**src/rtl/rk4_freq_meter_if.sv**
```systemverilog
// Control/result bundle for the RK4 frequency meter.
// The meter sits on the slave side; the calibration controller sits on the master side.
interface rk4_freq_meter_if #(
    parameter int WINDOW_W = 16,
    parameter int COUNT_W  = 16
);
    logic                start;
    logic                abort;
    logic [WINDOW_W-1:0] window_len;
    logic                busy;
    logic                done;
    logic [COUNT_W-1:0]  count;
    logic                overflow;

    modport master (
        output start, abort, window_len,
        input  busy, done, count, overflow
    );

    modport slave (
        input  start, abort, window_len,
        output busy, done, count, overflow
    );
endinterface

```
**src/rtl/rk4_freq_meter.sv**
```systemverilog
// Counts rising edges of an asynchronous clock over a programmable number of clk_in cycles.
// The result and saturation flag are published on a one-cycle done pulse.
module rk4_freq_meter #(
    parameter int WINDOW_W = 16,
    parameter int COUNT_W  = 16
) (
    input  logic              clk_in,
    input  logic              rst_n,
    input  logic              meas_clk,
    rk4_freq_meter_if.slave   bus
);
    localparam logic [1:0] S_IDLE   = 2'd0;
    localparam logic [1:0] S_SETTLE = 2'd1;
    localparam logic [1:0] S_MEAS   = 2'd2;
    localparam logic [1:0] S_DONE   = 2'd3;

    logic [1:0]          state_q, state_d;
    logic                settle_q, settle_d;
    logic [WINDOW_W-1:0] win_q, win_d;
    logic [COUNT_W-1:0]  acc_q, acc_d;
    logic                sat_q, sat_d;
    logic [COUNT_W-1:0]  count_q, count_d;
    logic                ovf_q, ovf_d;
    logic                s1_q, s2_q, s3_q;
    logic                edge_w;
    logic [COUNT_W:0]    inc_w;

    // Returns {sat, acc}; the accumulator sticks at all-ones instead of wrapping.
    function automatic logic [COUNT_W:0] sat_inc(input logic [COUNT_W-1:0] a,
                                                 input logic               sat);
        if (&a)
            sat_inc = {1'b1, a};
        else
            sat_inc = {sat, a + 1'b1};
    endfunction

    assign edge_w = s2_q & ~s3_q;
    assign inc_w  = edge_w ? sat_inc(acc_q, sat_q) : {sat_q, acc_q};

    always_comb begin
        state_d  = state_q;
        settle_d = settle_q;
        win_d    = win_q;
        acc_d    = acc_q;
        sat_d    = sat_q;
        count_d  = count_q;
        ovf_d    = ovf_q;
        case (state_q)
            S_IDLE: begin
                if (bus.start && !bus.abort) begin
                    win_d    = bus.window_len;
                    acc_d    = '0;
                    sat_d    = 1'b0;
                    settle_d = 1'b0;
                    state_d  = S_SETTLE;
                end
            end
            S_SETTLE: begin
                // Two cycles flush whatever the synchroniser held before the start.
                if (bus.abort) begin
                    state_d = S_IDLE;
                end else if (settle_q) begin
                    if (win_q == '0) begin
                        count_d = acc_q;
                        ovf_d   = sat_q;
                        state_d = S_DONE;
                    end else begin
                        state_d = S_MEAS;
                    end
                end else begin
                    settle_d = 1'b1;
                end
            end
            S_MEAS: begin
                if (bus.abort) begin
                    state_d = S_IDLE;
                end else begin
                    acc_d = inc_w[COUNT_W-1:0];
                    sat_d = inc_w[COUNT_W];
                    win_d = win_q - 1'b1;
                    if (win_q == {{(WINDOW_W-1){1'b0}}, 1'b1}) begin
                        count_d = inc_w[COUNT_W-1:0];
                        ovf_d   = inc_w[COUNT_W];
                        state_d = S_DONE;
                    end
                end
            end
            default: begin
                state_d = S_IDLE;
            end
        endcase
    end

    always_ff @(posedge clk_in or negedge rst_n) begin
        if (!rst_n) begin
            state_q  <= S_IDLE;
            settle_q <= 1'b0;
            win_q    <= '0;
            acc_q    <= '0;
            sat_q    <= 1'b0;
            count_q  <= '0;
            ovf_q    <= 1'b0;
            s1_q     <= 1'b0;
            s2_q     <= 1'b0;
            s3_q     <= 1'b0;
        end else begin
            state_q  <= state_d;
            settle_q <= settle_d;
            win_q    <= win_d;
            acc_q    <= acc_d;
            sat_q    <= sat_d;
            count_q  <= count_d;
            ovf_q    <= ovf_d;
            s1_q     <= meas_clk;
            s2_q     <= s1_q;
            s3_q     <= s2_q;
        end
    end

    assign bus.busy     = (state_q == S_SETTLE) || (state_q == S_MEAS);
    assign bus.done     = (state_q == S_DONE);
    assign bus.count    = count_q;
    assign bus.overflow = ovf_q;
endmodule
```
**src/flat_wrapper.sv**
```systemverilog
// flat-port wrapper written by rule: the top's interface ports become plain ports
module rk4_freq_meter_flat 
#(
    parameter int WINDOW_W = 16,
    parameter int COUNT_W  = 16
)
  (clk_in, rst_n, meas_clk, bus_start, bus_abort, bus_window_len, bus_busy, bus_done, bus_count, bus_overflow);
  rk4_freq_meter_if #(.WINDOW_W(WINDOW_W), .COUNT_W(COUNT_W)) bus_i ();
  input  logic clk_in;
  input  logic rst_n;
  input  logic meas_clk;
  input wire logic [$bits(bus_i.start)-1:0] bus_start;
  input wire logic [$bits(bus_i.abort)-1:0] bus_abort;
  input wire logic [$bits(bus_i.window_len)-1:0] bus_window_len;
  output wire logic [$bits(bus_i.busy)-1:0] bus_busy;
  output wire logic [$bits(bus_i.done)-1:0] bus_done;
  output wire logic [$bits(bus_i.count)-1:0] bus_count;
  output wire logic [$bits(bus_i.overflow)-1:0] bus_overflow;
  assign bus_i.start = bus_start;
  assign bus_i.abort = bus_abort;
  assign bus_i.window_len = bus_window_len;
  assign bus_busy = bus_i.busy;
  assign bus_done = bus_i.done;
  assign bus_count = bus_i.count;
  assign bus_overflow = bus_i.overflow;
  rk4_freq_meter #(.WINDOW_W(WINDOW_W), .COUNT_W(COUNT_W)) u_core (.clk_in(clk_in), .rst_n(rst_n), .meas_clk(meas_clk), .bus(bus_i));
endmodule
```
**config.mk**
```make
export PLATFORM = sky130hd
export DESIGN_NAME = rk4_freq_meter_flat
export DESIGN_NICKNAME = d
export VERILOG_FILES = /design/src/rtl/rk4_freq_meter_if.sv /design/src/rtl/rk4_freq_meter.sv /design/src/flat_wrapper.sv
export SDC_FILE = /design/constraint.sdc
export NUM_CORES = 1
export LEC_CHECK = 0
export ABC_CLOCK_PERIOD_IN_PS = 4000
export BUFFER_PORTS_ARGS = -buffer_cell sky130_fd_sc_hd__buf_4
export CAP_MARGIN = 20
export CORE_ASPECT_RATIO = 1.4
export CORE_MARGIN = 4
export CORE_UTILIZATION = 63
export CTS_CLUSTER_SIZE = 30
export DETAILED_ROUTE_END_ITERATION = 10
export PLACE_DENSITY_LB_ADDON = 0.3
export SLEW_MARGIN = 20
export SYNTH_ARGS = -nofsm -noshare
export SYNTH_HDL_FRONTEND = slang
export SYNTH_SLANG_ARGS = --single-unit
```
**constraint.sdc**
```tcl
create_clock -name clk_in -period 4 [get_ports clk_in]
set_input_delay 0.4 -clock clk_in [delete_from_list [all_inputs] [get_ports clk_in]]
set_output_delay 0.4 -clock clk_in [all_outputs]
set_load 0.05 [all_outputs]
```
==> flow_metrics.py, run 1 <==
metrics = {
    "floorplanning": {
        "floorplan.initialDensity_pct": 65.45,
        "floorplan.die.width_microns": 70.11,
        "die_y_microns": 94.95,
        "io_pins": 40,
        "fp-row-count": 31,
        "dieArea_sq_um": 6656,
        "placeableCoreArea_sq_um": 5197,
    },
    "worst_setup_path": {
        "worstPathArrival_ns": 3.26,
        "start_kind": "flop",
        "timing.rr.start": "u_core.state_q[0]$_DFFE_PN0P_",
        "cp_data_required_time_ns": 4.19,
        "worst-setup-path-type": "reg2reg",
        "timing.critical_path.to_type": "flop",
        "critical_path_peak_fanout": 41,
        "crit-reg2reg-capture": "u_core.bus.count[9]$_DFFE_PN0P_",
        "ff2ff_setup_slack_ns": 0.94,
        "timing.reg2reg.worst_path_depth": 8,
    },
    "cts": {
        "insertion_delay_ns": 0.31,
        "clk_path_buf_depth": 2,
        "postCtsHoldBufs": 0,
        "numClockSinks": 56,
        "path_clk_slew_ns": 0.10,
        "cts_setup_buffers": 0,
        "tritoncts.num_buffers": 5,
        "cts_tree": "built",
        "cts_root_buffer": "sky130_fd_sc_hd__clkbuf_8",
        "cts_htree_levels": 2,
        "cts_repair_resize_count": 0,
    },
    "global_route": {
        "globalRoute.totalOverflow": 0,
        "grt_first_pass_wirelength_mm": 13.04,
        "grt_pass1_vias": 2830,
        "largest_net_degree_at_the_start_of_global_routing": 57,
        "initial_antenna_violation_count": 0,
        "gr-usage-all-layers_pct": 24.37,
    },
    "sta": {
        "finalSetupViolCount": 0,
        "setup_tns_ns": 0,
        "worst_slew_pin_slew_ns": 1.011,
        "timing.final.max_slew_violations": 0,
        "max_freq_ghz": 0.3265,
        "max-slew-margin-rel_pct": 32.32,
        "hold_viol_final": 0,
        "rsz0062_at_grt": "false",
        "post_route_minimum_period_ns": 3.063,
        "period_share_pct": 76.57,
        "clock_skew_ns": 0.01284,
    },
    "synth": {
        "yosys_warnings": 0,
        "synth.yosys.seq_area_share_pct": 41.19,
        "combined_area_of_all_synthesized_cells_sq_um": 3402,
        "synth_compound_area_share_pct": 17.62,
        "synth_top_family_by_area": "simple AND/OR/NAND/NOR gates",
        "synth.mux.area_fraction_pct": 7.392,
        "synth_top_area_share_pct": 41.19,
        "ys_seq_elements": 56,
        "synth.distinct_cells": 59,
        "synth_top_cells_by_area": "sky130_fd_sc_hd__dfrtp_1 41%, sky130_fd_sc_hd__mux2_2 5.6%, sky130_fd_sc_hd__o21ai_0 4.0%",
        "yosys.cell_count.top_type": "sky130_fd_sc_hd__dfrtp_1",
        "xor_and_xnor_fraction_of_the_mapped_netlist_area_pct": 2.832,
        "synth_async_sr_flop_share_pct": 100.0,
        "mean_instance_size_in_the_synthesized_netlist_sq_um": 9.450,
        "synth-main-ff-cell": "sky130_fd_sc_hd__dfrtp_1",
        "synth_simple_gate_area_share_pct": 22.43,
        "synth_edf_count": 0,
        "post_synth_inst_count": 360,
        "postSynthNetCount": 389,
        "adder_cell_area_share_of_the_yosys_netlist_pct": 2.942,
        "ys_top_cells_by_count": "56 x sky130_fd_sc_hd__dfrtp_1, 28 x sky130_fd_sc_hd__nor2_1, 27 x sky130_fd_sc_hd__o21ai_0",
        "yosys.area.top_type": "sky130_fd_sc_hd__dfrtp_1",
    },
    "drt": {
        "vias": 2842,
        "drt_antenna_net_count": 0,
        "detailedRoute.firstIterationViolations": 184,
        "via_to_cell_ratio": 6.330,
        "detailedRoute.firstPassIterationCount": 5,
        "avgRoutedWirePerCell_microns": 16.99,
        "wirelength_mm": 7.629,
        "detail_route.drc_violations": 0,
    },
    "power": {
        "share_clk_of_total_power_pct": 17.4,
        "ir_worst_vdd_mv": 0.3364,
        "net-switching-power_uw": 761.0,
        "p_comb_share_pct": 38.1,
        "p_sw_share_pct": 41.29,
        "static-leakage-power_nw": 1.606,
        "pwr-share-seq_pct": 44.5,
        "internal_power_mw": 1.082,
        "p_per_area_nw_per_um2": 492.8,
    },
    "placed_design": {
        "place.detailed.instances": 441,
        "place_hpwl_mm": 5.292,
        "routabilityCongestion": 0.8813,
        "place.port_buffers": 39,
    },
    "finish": {
        "stdcell_count": 449,
        "n_antenna_cell": 0,
        "fin_util_pct": 71.95,
        "drive_above_1_share_pct": 22.45,
        "flow.area_growth_from_synthesis_pct": 9.930,
        "fin_nets": 411,
    },
    "job": {
        "max_cap_viol_count": 0,
    },
    "status": {
        "run_status": "finished clean",
    },
    "hold_path": {
        "hold_class": "in2async",
    },
}
[logic make-up (layout without fill, tap and decap cells)]
| group | count (synthesis) | in the layout |
|---|---|---|
| and+or+nand+nor | 131 | 131 |
| AOI/OAI and AO/OA | 93 | 93 |
| buffers and inverters | 38 | 61 |
| muxes | 23 | 23 |
| DFF | 56 | 56 |
| adders and majority gates | 8 | 8 |
| xor gates and xnor gates | 11 | 11 |
[area by class of cell]
cell class / count / area, sq um
fillers: 413 / 1458
repair buffers: 41 / 307.8
inverters: 12 / 45.04
well taps: 66 / 82.58
clock inverters: 2 / 10.01
clock buffers: 6 / 82.58
flip-flops and latches: 56 / 1401
multi-input cells: 266 / 1810
[sequential cells by signal (all words and copies together) (netlist names)]
signal               flops
u_core.bus.count        16
u_core.settle_q          1
u_core.state_q           2
u_core.s2_q              1
u_core.s3_q              1
u_core.sat_q             1
u_core.win_q            16
u_core.acc_q            16
u_core.bus.overflow      1
u_core.s1_q              1
[placed cells by master (no fill, tap or decap), types with 3 or more instances in the layout]
cell type                  netlist  routed
sky130_fd_sc_hd__a31oi_1        11      11
sky130_fd_sc_hd__and3_1          5       5
sky130_fd_sc_hd__xnor2_1        10      10
sky130_fd_sc_hd__nand3_1        19      19
sky130_fd_sc_hd__a21oi_1        19      19
sky130_fd_sc_hd__a41oi_1         4       4
sky130_fd_sc_hd__clkbuf_8        0       6
sky130_fd_sc_hd__ha_1            8       8
sky130_fd_sc_hd__o31ai_1         8       8
sky130_fd_sc_hd__nand4_1        10      10
sky130_fd_sc_hd__mux2_2         17      17
sky130_fd_sc_hd__nor2_1         28      28
sky130_fd_sc_hd__nor3_1         10      10
sky130_fd_sc_hd__inv_1          12      12
sky130_fd_sc_hd__dfrtp_1        56      56
sky130_fd_sc_hd__o21ai_0        27      27
sky130_fd_sc_hd__nor4_1          6       6
sky130_fd_sc_hd__nand2_1        19      19
sky130_fd_sc_hd__o22ai_1         3       3
sky130_fd_sc_hd__mux2i_1         6       6
sky130_fd_sc_hd__buf_4           2      41
sky130_fd_sc_hd__nand2b_1        4       4
sky130_fd_sc_hd__nand3_2         7       7
[per-stage QoR]
step / cell area (sq um) / hold WS (ns) / power (mW) / setup slack, ns
3_5_place_dp: 3647 / 0.3622 / 1.525 / 0.9699
5_1_grt: 3740 / 0.1701 / 1.974 / 0.6947
6_report: 3740 / 0.1175 / 1.843 / 0.9373
2_1_floorplan: 3402 / 0.1044 / 1.349 / 1.909
3_3_place_gp: 3647 / 0.3347 / 1.494 / 1.121
4_1_cts: 3740 / 0.1536 / 1.846 / 0.9690
[per-layer routing]
metal	track usage, %	routed length [microns]	part of all wire [%]	vias up
met5	0	0	0	-
met4	11.02	213	2.8	0
met2	43.30	4064	53	94
met1	28.60	3018	40	1358
met3	4.366	333	4.4	20
li1	-	-	-	1370
[how the worst max path moves through the flow]
stage          depth (start not counted)                     startpoint  slack [ns]                         endpoint
2_1_floorplan                          7    u_core.acc_q[0]$_DFFE_PN0P_        1.91  u_core.bus.count[0]$_DFFE_PN0P_
3_3_place_gp                           8  u_core.state_q[0]$_DFFE_PN0P_        1.12  u_core.bus.count[9]$_DFFE_PN0P_
3_5_place_dp                           8  u_core.state_q[0]$_DFFE_PN0P_        0.97  u_core.bus.count[9]$_DFFE_PN0P_
4_1_cts                                8  u_core.state_q[0]$_DFFE_PN0P_        0.97  u_core.bus.count[9]$_DFFE_PN0P_
5_1_grt                                8  u_core.state_q[0]$_DFFE_PN0P_        0.69  u_core.bus.count[9]$_DFFE_PN0P_
6_report                               8  u_core.state_q[0]$_DFFE_PN0P_        0.94  u_core.bus.count[9]$_DFFE_PN0P_
[power by group through the flow]
stage | Clock, mW | Combinational, mW | Sequential, mW
after global routing | 0.355 | 0.781 | 0.837
after CTS | 0.327 | 0.704 | 0.815
after global placement | 0 | 0.677 | 0.817
final | 0.320 | 0.703 | 0.820
after detailed placement | 0 | 0.699 | 0.826
after floorplan | 0 | 0.527 | 0.822
[critical path, cell delays in order, from the launching register on]
cell and delay [ns]:
sky130_fd_sc_hd__dfrtp_1 0.43, sky130_fd_sc_hd__inv_1 0.10, sky130_fd_sc_hd__ha_1 0.14, sky130_fd_sc_hd__buf_4 0.34, sky130_fd_sc_hd__inv_1 0.39, sky130_fd_sc_hd__nor2_1 0.88, sky130_fd_sc_hd__nand4_1 0.21, sky130_fd_sc_hd__xnor2_1 0.17
sky130_fd_sc_hd__mux2_2 0.26
Power figures use the tool's default switching activity.
==> run 2: changes to the inputs <==
--- a/config.mk
+++ b/config.mk
@@ -5,12 +5,12 @@
 export SDC_FILE = /design/constraint.sdc
 export NUM_CORES = 1
 export LEC_CHECK = 0
-export ABC_CLOCK_PERIOD_IN_PS = 4000
+export ABC_CLOCK_PERIOD_IN_PS = 2700
 export BUFFER_PORTS_ARGS = -buffer_cell sky130_fd_sc_hd__buf_4
 export CAP_MARGIN = 20
 export CORE_ASPECT_RATIO = 1.4
 export CORE_MARGIN = 4
-export CORE_UTILIZATION = 63
+export CORE_UTILIZATION = 53
 export CTS_CLUSTER_SIZE = 30
 export DETAILED_ROUTE_END_ITERATION = 10
 export PLACE_DENSITY_LB_ADDON = 0.3
==> constraint.sdc (replaced) <==
create_clock -name clk_in -period 2.7 [get_ports clk_in]
set_input_delay 0.27 -clock clk_in [delete_from_list [all_inputs] [get_ports clk_in]]
set_output_delay 0.27 -clock clk_in [all_outputs]
set_load 0.05 [all_outputs]
==> run 2 against run 1 <==
The flow now finishes with violations (negative hold slack). Via count increased by 3.3%. Combinational power increased by 52%. Utilization decreased by 10 points. Count of clock-buffer cells in the layout increased by 1. Hold slack got worse by 0.12 ns. Final cell count increased by 2.9%. Non-clock buffer count increased by 7. Total power increased by 57%. Cell area increased by 2.5%. Largest cell class unchanged.
==> flow_metrics.py, run 2 (synthesis gave the netlist of run 1 again) <==
metrics = {
    "status": {
        "run_status": "finished with violations",
        "violations": "negative hold slack",
    },
    "global_route": {
        "largest_net_degree_at_the_start_of_global_routing": 57,
        "gr-usage-all-layers_pct": 21.59,
        "grt_pass1_vias": 2938,
        "grt_first_pass_wirelength_mm": 13.04,
        "initial_antenna_violation_count": 0,
        "globalRoute.totalOverflow": 0,
    },
    "power": {
        "ir_worst_vdd_mv": 0.3793,
        "static-leakage-power_nw": 1.654,
        "totalPowerFinal_mw": 2.891,
        "p_per_area_nw_per_um2": 754.2,
    },
    "sta": {
        "post_route_minimum_period_ns": 2.339,
        "finalWorstSetupSlack_ns": 0.3607,
        "finalSetupViolCount": 0,
        "max_freq_ghz": 0.4275,
        "setup_tns_ns": 0,
        "period_share_pct": 86.64,
        "worst_slew_pin_slew_ns": 0.7204,
        "timing.final.max_slew_violations": 0,
        "max-slew-margin-rel_pct": 51.97,
        "rsz0062_at_grt": "false",
        "timing.hold.ws_ns": -0.006230,
        "clock_skew_ns": 0.01116,
        "hold_viol_final": 5,
    },
    "cts": {
        "clk_path_buf_depth": 2,
        "cts_root_buffer": "sky130_fd_sc_hd__clkbuf_8",
        "cts_setup_buffers": 0,
        "cts_repair_resize_count": 0,
        "numClockSinks": 56,
        "cts_htree_levels": 2,
        "postCtsHoldBufs": 0,
        "path_clk_slew_ns": 0.10,
        "cts_tree": "built",
        "insertion_delay_ns": 0.31,
        "tritoncts.num_buffers": 5,
    },
    "placed_design": {
        "routabilityCongestion": 0.8982,
        "place.detailed.instances": 454,
        "place.port_buffers": 39,
        "place_hpwl_mm": 5.372,
        "place_worst_setup_slack_ns": 0.3872,
    },
    "worst_setup_path": {
        "worst-path-buf-inv": 0,
        "critical_path_peak_fanout": 25,
        "cp_data_required_time_ns": 2.91,
        "timing.critical_path.max_delay_family": "simple AND/OR/NAND/NOR gates",
        "highest_delay_cell_along_the_critical_path": "sky130_fd_sc_hd__or4_4",
        "timing.critical_path.to_type": "flop",
        "worstPathArrival_ns": 2.55,
        "start_kind": "flop",
        "cp_cell_sequence": "ha_1 > nand3_2 > or4_4 > and2_1 > xor2_1 > mux2_2",
        "cp_slowest_stage_delay_ns": 0.69,
        "worst-setup-path-type": "reg2reg",
    },
    "floorplanning": {
        "floorplan.die.width_microns": 75.71,
        "placeableCoreArea_sq_um": 6211,
        "dieArea_sq_um": 7783,
        "fp-row-count": 34,
        "die_y_microns": 102.8,
        "floorplan.initialDensity_pct": 54.77,
        "io_pins": 40,
    },
    "drt": {
        "detailedRoute.firstIterationViolations": 152,
        "detail_route.drc_violations": 0,
        "detailedRoute.firstPassIterationCount": 5,
        "via_to_cell_ratio": 6.353,
        "wirelength_mm": 7.872,
        "avgRoutedWirePerCell_microns": 17.04,
        "vias": 2935,
        "drt_antenna_net_count": 0,
    },
    "finish": {
        "fin_nets": 418,
        "drive_above_1_share_pct": 23.85,
        "layout_common_cells": "56 x sky130_fd_sc_hd__dfrtp_1, 48 x sky130_fd_sc_hd__buf_4, 28 x sky130_fd_sc_hd__nor2_1",
        "flow.area_growth_from_synthesis_pct": 12.69,
        "n_antenna_cell": 0,
        "n_fill_cell": 529,
        "stdcell_count": 462,
        "mostFrequentLayoutCell": "sky130_fd_sc_hd__dfrtp_1",
    },
    "job": {
        "max_cap_viol_count": 0,
    },
    "hold_path": {
        "hold_class": "in2async",
    },
}
-- run 2: cell types whose count changed in the layout (fill, tap and decap cells not counted), sizes merged --
cell / delta
bufinv: +1
clkbuf: +1
clkinv: -2
buf: +7
-- run 2: final timing paths --
check,from,endpoint,slack [ns],cells past startpoint
min reg2reg,u_core.s1_q$_DFF_PN0_,u_core.s2_q$_DFF_PN0_,0.36,0
max,u_core.acc_q[0]$_DFFE_PN0P_,u_core.bus.count[0]$_DFFE_PN0P_,0.36,6
max reg2reg,u_core.acc_q[0]$_DFFE_PN0P_,u_core.bus.count[0]$_DFFE_PN0P_,0.36,6
min,rst_n,u_core.settle_q$_DFFE_PN0P_,-0.006,1
min in group clk_in,meas_clk,u_core.s1_q$_DFF_PN0_,0.05,1
max in group asynchronous,rst_n,u_core.state_q[1]$_DFFE_PN0P_,2.21,1
-- run 2: power by group --
group	leakage, nW	internal [mW]	switching (mW)
registers	0.733	1.00	0.210
logic	0.856	0.417	0.656
clock network	0.0645	0.328	0.279
-- run 2: through the flow --
step           cell area [sq um]  util, %
2_1_floorplan               3402        -
3_3_place_gp                3707    59.69
3_5_place_dp                3707    59.69
4_1_cts                     3834    61.72
5_1_grt                     3834    61.72
6_report                    3834    61.72
-- run 2: final cells by class --
cell class / count / area (sq um) / area share (%)
clock inverters: 1 / 30.03 / 0.7833
flip-flops and latches: 56 / 1401 / 36.55
inverters: 12 / 45.04 / 1.175
repair buffers: 48 / 360.3 / 9.399
well taps: 72 / 90.09 / 2.350
clock buffers: 7 / 96.34 / 2.513
multi-input cells: 266 / 1810 / 47.23
-- run 2: metal layers --
| metal | GRT usage [%] | up-vias | routed length, microns |
|---|---|---|---|
| met5 | 0 | - | 0 |
| met4 | 9.556 | 0 | 184 |
| met3 | 3.317 | 18 | 307 |
| met2 | 37.72 | 88 | 4171 |
| met1 | 25.64 | 1443 | 3209 |
| li1 | - | 1386 | - |
